[src/rtl/ysyx_040978_mdu_pkg.sv]
// Shared definitions for the sequential RV64M multiply/divide unit.
// Optional word (*W) support is enabled with YSYX_040978_MDU_WORD_EN.
package ysyx_040978_mdu_pkg;

  // Default operand/result width.
  localparam int MDU_XLEN = 64;

  // in_op encoding: bit 3 = word, bit 2 = divide class, bits 1:0 = function.
  localparam logic [3:0] OP_MUL    = 4'd0;
  localparam logic [3:0] OP_MULH   = 4'd1;
  localparam logic [3:0] OP_MULHSU = 4'd2;
  localparam logic [3:0] OP_MULHU  = 4'd3;
  localparam logic [3:0] OP_DIV    = 4'd4;
  localparam logic [3:0] OP_DIVU   = 4'd5;
  localparam logic [3:0] OP_REM    = 4'd6;
  localparam logic [3:0] OP_REMU   = 4'd7;
  localparam logic [3:0] OP_MULW   = 4'd8;
  localparam logic [3:0] OP_DIVW   = 4'd12;
  localparam logic [3:0] OP_DIVUW  = 4'd13;
  localparam logic [3:0] OP_REMW   = 4'd14;
  localparam logic [3:0] OP_REMUW  = 4'd15;

  // Function field values used by the result selection.
  localparam logic [1:0] FN_MUL   = 2'd0;
  localparam logic [1:0] FN_MULHU = 2'd3;

  typedef enum logic [1:0] {
    ST_IDLE = 2'd0,
    ST_CALC = 2'd1,
    ST_FIX  = 2'd2,
    ST_DONE = 2'd3
  } state_e;

  // Width of an iteration counter that must hold the value xlen.
  function automatic int cnt_w(input int xlen);
    return $clog2(xlen + 1);
  endfunction

endpackage

[src/rtl/ysyx_040978_mdu_iter.sv]
// Shared one-bit-per-cycle datapath: shift-add multiply or restoring
// shift-subtract divide on unsigned magnitudes. Operands are pre-shifted
// so an n-iteration run leaves the result right-aligned.
module ysyx_040978_mdu_iter
  import ysyx_040978_mdu_pkg::*;
#(
  parameter int XLEN = MDU_XLEN,
  parameter int CW   = cnt_w(XLEN)
) (
  input  logic            clock,
  input  logic            reset,
  input  logic            start,
  input  logic            is_div,
  input  logic [CW-1:0]   n,
  input  logic [XLEN-1:0] mag1,
  input  logic [XLEN-1:0] mag2,
  output logic            done,
  output logic [XLEN-1:0] hi,
  output logic [XLEN-1:0] lo
);

  // acc_q: product (multiply) or remainder in the upper half (divide).
  // mq_q: multiplier bits / dividend bits, consumed from the MSB; for a
  // divide the quotient bits shift in at the LSB.
  logic [2*XLEN-1:0] acc_q, acc_d;
  logic [XLEN-1:0]   mq_q, mq_d;
  logic [XLEN-1:0]   dvs_q, dvs_d;
  logic              div_q, div_d;
  logic [CW-1:0]     cnt_q, cnt_d;
  logic [XLEN:0]     trial, diff;
  logic [CW-1:0]     shamt;

  // Load on start, otherwise perform one iteration while the counter runs.
  always_comb begin
    // NOTE: every signal gets a default first so no path infers a latch.
    acc_d = acc_q;
    mq_d  = mq_q;
    dvs_d = dvs_q;
    div_d = div_q;
    cnt_d = cnt_q;
    shamt = CW'(XLEN) - n;
    trial = {acc_q[2*XLEN-1:XLEN], mq_q[XLEN-1]};
    diff  = trial - {1'b0, dvs_q};
    if (start) begin
      acc_d = '0;
      mq_d  = mag1 << shamt;
      dvs_d = mag2;
      div_d = is_div;
      cnt_d = n;
    end else if (cnt_q != '0) begin
      cnt_d = cnt_q - CW'(1);
      mq_d  = {mq_q[XLEN-2:0], 1'b0};
      if (div_q) begin
        // Remainder stays below the divisor, so diff[XLEN] is a pure borrow.
        if (!diff[XLEN]) begin
          acc_d[2*XLEN-1:XLEN] = diff[XLEN-1:0];
          mq_d[0]              = 1'b1;
        end else begin
          acc_d[2*XLEN-1:XLEN] = trial[XLEN-1:0];
        end
      end else begin
        acc_d = {acc_q[2*XLEN-2:0], 1'b0}
              + {{XLEN{1'b0}}, (mq_q[XLEN-1] ? dvs_q : '0)};
      end
    end
  end

  // Datapath registers.
  always_ff @(posedge clock or negedge reset) begin
    if (!reset) begin
      acc_q <= '0;
      mq_q  <= '0;
      dvs_q <= '0;
      div_q <= 1'b0;
      cnt_q <= '0;
    end else begin
      // NOTE: non-blocking so each flop sees the pre-edge value of the others.
      acc_q <= acc_d;
      mq_q  <= mq_d;
      dvs_q <= dvs_d;
      div_q <= div_d;
      cnt_q <= cnt_d;
    end
  end

  assign done = (cnt_q == CW'(1));
  assign hi   = acc_q[2*XLEN-1:XLEN];
  assign lo   = div_q ? mq_q : acc_q[XLEN-1:0];

endmodule

[src/rtl/ysyx_040978_mdu_seq.sv]
// Handshaked sequential RV64M multiply/divide unit with flush.
// Define YSYX_040978_MDU_WORD_EN to enable the 32-bit *W operations
// (XLEN must then be 64).
module ysyx_040978_mdu_seq
  import ysyx_040978_mdu_pkg::*;
#(
  parameter int XLEN = MDU_XLEN
) (
  input  logic            clock,
  input  logic            reset,
  input  logic            flush,
  input  logic            in_valid,
  output logic            in_ready,
  input  logic [3:0]      in_op,
  input  logic [XLEN-1:0] in_src1,
  input  logic [XLEN-1:0] in_src2,
  output logic            out_valid,
  input  logic            out_ready,
  output logic [XLEN-1:0] out_result
);

  localparam int CW = cnt_w(XLEN);
  localparam logic [XLEN-1:0] MIN_FULL = {1'b1, {(XLEN-1){1'b0}}};

  if (XLEN < 8 || (XLEN % 2) != 0) begin : g_bad_xlen
    $error("XLEN must be even and at least 8");
  end
`ifdef YSYX_040978_MDU_WORD_EN
  if (XLEN != 64) begin : g_bad_word_xlen
    $error("word operations require XLEN = 64");
  end
`endif

  state_e          state_q, state_d;
  logic            div_q, div_d;
  logic [1:0]      fn_q, fn_d;
  logic            neg1_q, neg1_d;
  logic            neg2_q, neg2_d;
  logic            spec_q, spec_d;
  logic [XLEN-1:0] spec_res_q, spec_res_d;
  logic [XLEN-1:0] out_result_q, out_result_d;
`ifdef YSYX_040978_MDU_WORD_EN
  logic            word_q, word_d;
  logic            op_word;
`else
  logic            op_word_unused;
  assign op_word_unused = in_op[3];
`endif

  logic            op_div, sgn1, sgn2, neg1, neg2;
  logic [1:0]      op_fn;
  logic [XLEN-1:0] v1, v2, mag1, mag2, min_neg, spec_res;
  logic            div_zero, div_ovf, special;
  logic [CW-1:0]   it_n;
  logic            accept, start, fix_en;
  logic            it_done;
  logic [XLEN-1:0] it_hi, it_lo;
  logic [2*XLEN-1:0] prod;
  logic [XLEN-1:0] quo, rem, fix_res;

  // Decode the request: signedness, extended operands, magnitudes, special cases.
  always_comb begin
    op_div  = in_op[2];
    op_fn   = in_op[1:0];
    v1      = in_src1;
    v2      = in_src2;
    min_neg = MIN_FULL;
    it_n    = CW'(XLEN);
`ifdef YSYX_040978_MDU_WORD_EN
    op_word = in_op[3];
    // Codes 9-11 behave as MULW.
    if (op_word && !op_div) op_fn = FN_MUL;
`endif
    sgn1 = op_div ? !op_fn[0] : (op_fn != FN_MULHU);
    sgn2 = op_div ? !op_fn[0] : !op_fn[1];
`ifdef YSYX_040978_MDU_WORD_EN
    if (op_word) begin
      v1      = {{(XLEN-32){sgn1 & in_src1[31]}}, in_src1[31:0]};
      v2      = {{(XLEN-32){sgn2 & in_src2[31]}}, in_src2[31:0]};
      min_neg = {{(XLEN-31){1'b1}}, 31'd0};
      it_n    = CW'(32);
    end
`endif
    neg1     = sgn1 & v1[XLEN-1];
    neg2     = sgn2 & v2[XLEN-1];
    mag1     = neg1 ? -v1 : v1;
    mag2     = neg2 ? -v2 : v2;
    div_zero = op_div && (v2 == '0);
    div_ovf  = op_div && sgn1 && (v1 == min_neg) && (v2 == '1);
    special  = div_zero || div_ovf;
    spec_res = '0;
    if (div_zero)     spec_res = op_fn[1] ? v1 : '1;
    else if (div_ovf) spec_res = op_fn[1] ? '0 : v1;
  end

  // Next state: flush dominates, then the normal IDLE/CALC/FIX/DONE flow.
  always_comb begin
    state_d = state_q;
    unique case (state_q)
      ST_IDLE: if (accept) state_d = special ? ST_FIX : ST_CALC;
      ST_CALC: if (it_done) state_d = ST_FIX;
      ST_FIX:  state_d = ST_DONE;
      ST_DONE: if (out_ready) state_d = ST_IDLE;
      default: state_d = ST_IDLE;
    endcase
    if (flush) state_d = ST_IDLE;
  end

  // FSM outputs and handshake qualifiers.
  always_comb begin
    in_ready  = (state_q == ST_IDLE);
    out_valid = (state_q == ST_DONE);
    fix_en    = (state_q == ST_FIX);
    accept    = in_ready && in_valid && !flush;
    start     = accept && !special;
  end

  // Capture the decoded request on accept; hold it otherwise.
  always_comb begin
    div_d      = div_q;
    fn_d       = fn_q;
    neg1_d     = neg1_q;
    neg2_d     = neg2_q;
    spec_d     = spec_q;
    spec_res_d = spec_res_q;
`ifdef YSYX_040978_MDU_WORD_EN
    word_d     = word_q;
`endif
    if (accept) begin
      div_d      = op_div;
      fn_d       = op_fn;
      neg1_d     = neg1;
      neg2_d     = neg2;
      spec_d     = special;
      spec_res_d = spec_res;
`ifdef YSYX_040978_MDU_WORD_EN
      word_d     = op_word;
`endif
    end
  end

  // FIX stage: apply signs, pick the result half, sign-extend word results.
  always_comb begin
    prod = {it_hi, it_lo};
    if (neg1_q ^ neg2_q) prod = -prod;
    quo = (neg1_q ^ neg2_q) ? -it_lo : it_lo;
    rem = neg1_q ? -it_hi : it_hi;
    if (spec_q)              fix_res = spec_res_q;
    else if (div_q)          fix_res = fn_q[1] ? rem : quo;
    else if (fn_q == FN_MUL) fix_res = prod[XLEN-1:0];
    else                     fix_res = prod[2*XLEN-1:XLEN];
`ifdef YSYX_040978_MDU_WORD_EN
    if (word_q) fix_res = {{(XLEN-32){fix_res[31]}}, fix_res[31:0]};
`endif
    out_result_d = (fix_en && !flush) ? fix_res : out_result_q;
  end

  // Control and result registers.
  always_ff @(posedge clock or negedge reset) begin
    if (!reset) begin
      state_q      <= ST_IDLE;
      div_q        <= 1'b0;
      fn_q         <= 2'd0;
      neg1_q       <= 1'b0;
      neg2_q       <= 1'b0;
      spec_q       <= 1'b0;
      spec_res_q   <= '0;
      out_result_q <= '0;
`ifdef YSYX_040978_MDU_WORD_EN
      word_q       <= 1'b0;
`endif
    end else begin
      state_q      <= state_d;
      div_q        <= div_d;
      fn_q         <= fn_d;
      neg1_q       <= neg1_d;
      neg2_q       <= neg2_d;
      spec_q       <= spec_d;
      spec_res_q   <= spec_res_d;
      out_result_q <= out_result_d;
`ifdef YSYX_040978_MDU_WORD_EN
      word_q       <= word_d;
`endif
    end
  end

  assign out_result = out_result_q;

  ysyx_040978_mdu_iter #(.XLEN(XLEN), .CW(CW)) u_iter (
    .clock  (clock),
    .reset  (reset),
    .start  (start),
    .is_div (op_div),
    .n      (it_n),
    .mag1   (mag1),
    .mag2   (mag2),
    .done   (it_done),
    .hi     (it_hi),
    .lo     (it_lo)
  );

endmodule
[config.mk]
export PLATFORM = sky130hd
export DESIGN_NAME = ysyx_040978_mdu_seq
export DESIGN_NICKNAME = d
export VERILOG_FILES = /design/src/rtl/ysyx_040978_mdu_pkg.sv /design/src/rtl/ysyx_040978_mdu_iter.sv /design/src/rtl/ysyx_040978_mdu_seq.sv
export SDC_FILE = /design/constraint.sdc
export NUM_CORES = 2
export LEC_CHECK = 0
export CAP_MARGIN = 10
export CORE_MARGIN = 2
export CORE_UTILIZATION = 56
export DETAILED_ROUTE_END_ITERATION = 6
export PLACE_DENSITY = 0.78
export SETUP_SLACK_MARGIN = 0.15
export SYNTH_ARGS = -nofsm -noshare
export SYNTH_HDL_FRONTEND = slang
export SYNTH_SLANG_ARGS = --single-unit
export TNS_END_PERCENT = 5
[constraint.sdc]
create_clock -name clock -period 5.73 [get_ports clock]
set_input_delay 1.719 -clock clock [delete_from_list [all_inputs] [get_ports clock]]
set_output_delay 1.719 -clock clock [all_outputs]
set_load 0.03 [all_outputs]
==> results.yml <==
outcome:
  status: "finished clean"
logic_synthesis:
  postSynthAreaPerCell_um2: 7.336
  syn_nets: 5318
  synth_common_cells: "nand2_1, nor2_1, o21ai_0, a21oi_1, dfrtp_1"
  synth_top_cells_by_area: "dfrtp_1, nand2_1, o21ai_0"
  yosys.area.top_type: "dfrtp_1"
  ys_types: 101
  netlist_instances: 5039
  yosysSeqAreaShare: 0.2708
  yosysMostFrequentCell: "nand2_1"
  syn-cell-area_mm2: 0.03696
  yosysTopAreaCellShare: 0.2708
  ys_ff_latch: 400
  synth_edf_count: 0
  yosysWarnings: 0
  postSynth.asyncResetShare: 1.000
  synth_flop_cell: "dfrtp_1"
min_path:
  hold_start: "spec_res_q[57]"
  min_path_type: "reg -> reg"
  min_to: "spec_res_q[57]"
  whs_path_depth: 2
routing:
  vias: 41790
  vias_per_cell: 6.934
  drt-total-wl_mm: 170.0
  drc_errors: 0
  antenna_left: 0
  wl_per_cell_um: 28.21
  drtIter0Drc: 6126
  firstDrtPassIters: 7
cts:
  post-cts-setup-buffer-count: 0
  cts_tree: "built"
  htreeDepth: 2
  cts.path.max_buffers: 3
  path_clk_slew_ns: 0.06
  ctsHoldBuffers: 0
  cts_resized: 0
  root_buffer: "clkbuf_16"
  clock_sinks: 400
  numCtsBuffers: 48
  clkLatencyLatePin_ns: 0.63
finish:
  final_nets: 5397
  stdcell_count: 6027
  areaGrowthSynthToFinish_pct: 13.47
  finalInstanceArea_mm2: 0.04194
  drive_gt1_frac: 0.06965
critical_path:
  crit_type: "in -> reg"
  cp_max_fo: 15
  start_kind: "input port"
  rrSetupSlack_ns: 0.39
  cp.required_ns: 6.28
  r2r-start: "u_iter.mq_q[63]"
  arrival_ns: 5.94
  worst_r2r_endpoint: "u_iter.acc_q[73]"
  critPathCaptureType: "flip-flop"
  worstRegToRegCells: 16
placed_design:
  dp_hpwl_mm: 130.6
  dp_slack_ns: -0.1504
  placed_area_mm2: 0.04029
  gp_congestion: 1.129
  place_inst: 5931
  portBuffers: 201
timing:
  skew_ns: 0.02634
  finalMaxSlewViolations: 0
  post-route-period-util: 0.9422
  finalSetupViolCount: 0
  rsz0062_at_grt: "false"
  hold_violations: 0
  relSlewSlack: 0.1985
  fin_ws_ns: 0.3312
  worst_pin_slew_ns: 1.197
  clock.fmax_mhz: 185.2
  holdWs_ns: 0.4754
  finalCriticalPeriod_ns: 5.399
floorplanning:
  die_w_um: 260.9
  row_count: 94
  num_io_pins: 203
  core-area_mm2: 0.06551
  die_area_mm2: 0.06808
  start_util: 0.5642
  die_h_um: 260.9
global_routing:
  grt_pass1_wl_mm: 246.1
  grt_usage: 0.4878
  grt_max_degree: 152
  grt_overflow: 0
  antenna_found_initial: 15
  grt_pass1_vias: 37950
power_and_ir_drop:
  p_per_area_mw_per_mm2: 710.4
  peakVddDrop_mv: 0.4371
  leakage_uw: 0.01723
flow_run:
  cap_violations: 0
==> placed cells by master (no fill, tap or decap), types with 23 or more instances in the layout <==
master	n
a211oi_1	33
a21o_1	68
a21oi_1	403
a221oi_1	33
a31oi_1	106
and2_1	26
and3_1	39
buf_4	166
clkbuf_16	48
clkdlybuf4s50_1	200
dfrtp_1	398
ha_1	140
inv_1	149
mux2i_1	70
nand2_1	747
nand2b_1	29
nand3_1	116
nand4_1	93
nor2_1	482
nor3_1	141
nor3b_1	25
nor4_1	78
o211ai_1	23
o21a_1	30
o21ai_0	453
o21bai_1	34
o221ai_1	41
o31ai_1	52
or2_2	24
or3_1	62
or4_1	30
xnor2_1	217
xor2_1	199
==> state kept, by name, summed over array words and instances, names as in the netlist <==
signal,cells
u_iter.acc_q,128
fn_q,2
out_result,64
u_iter.div_q,1
spec_res_q,64
div_q,1
u_iter.dvs_q,64
state_q,2
u_iter.cnt_q,7
neg2_q,1
spec_q,1
neg1_q,1
u_iter.mq_q,64
==> power by group <==
group / switching, uW / leakage, uW / internal [uW]
Clock: 1390 / 0.000788 / 1910
Combinational: 14000 / 0.0114 / 6990
Sequential: 1610 / 0.00504 / 3920
==> routing by layer <==
metal  vias up  share of wire  GRT usage
met3       663           0.14     0.2044
met5         -        0.00092          0
li1      18330              -          -
met2      2852           0.41     0.7039
met4        22          0.070     0.2738
met1     19930           0.37     0.6133
==> worst max-delay path, stage by stage <==
cell and delay, ns:
clkdlybuf4s50_1 0.44, or4_1 0.63, or3_1 0.50, or3_1 0.45, nor4_1 0.29, buf_4 0.21, a31oi_1 0.41, and2_4 0.43
nor2_1 0.20, buf_12 0.19, o21ai_0 0.10, a41oi_1 0.17, a32o_1 0.18
==> area by class of cell <==
type	instances	area, um^2
Fill cell	5960	23570
Antenna cell	9	22.52
Sequential cell	400	10010
Tap cell	864	1081
Inverter	150	563.0
Clock buffer	66	1339
Timing Repair Buffer	381	3535
Clock inverter	20	280.3
Multi-Input combinational cell	4137	25110
==> worst max-delay path by stage <==
stage | start | end | slack, ns
floorplan | u_iter.div_q | out_result[52] | 0.26
global route | u_iter.mq_q[63] | u_iter.acc_q[108] | 0.24
global placement | in_src1[39] | u_iter.cnt_q[1] | -0.11
finish | in_src1[13] | u_iter.acc_q[79] | 0.33
CTS | in_src1[39] | u_iter.acc_q[79] | 0.47
detailed placement | in_src1[39] | u_iter.acc_q[79] | -0.15
==> cells by family (layout without fill, tap and decap cells) <==
kind of cell    count (synthesis)  after routing  synth area share
other cells                     0              9                 0
flops                         400            400            0.2708
buf+inv                       502            617           0.05284
fa+ha+maj                     142            142           0.04847
xor+xnor                      418            418           0.09904
simple gates                 2000           2000            0.2544
compound gates               1487           1487            0.2493
mux                            90             90           0.02512
==> per-stage QoR <==
step                utilization  setup TNS [ns]  power [uW]
global route             0.6399               0       31100
detailed placement       0.6150          -3.860       25270
finish                   0.6403               0       29800
global placement         0.6150          -1.642       25080
floorplan                     -               0       17900
CTS                      0.6397               0       28630
No activity file was read; power rests on OpenSTA's default activity.
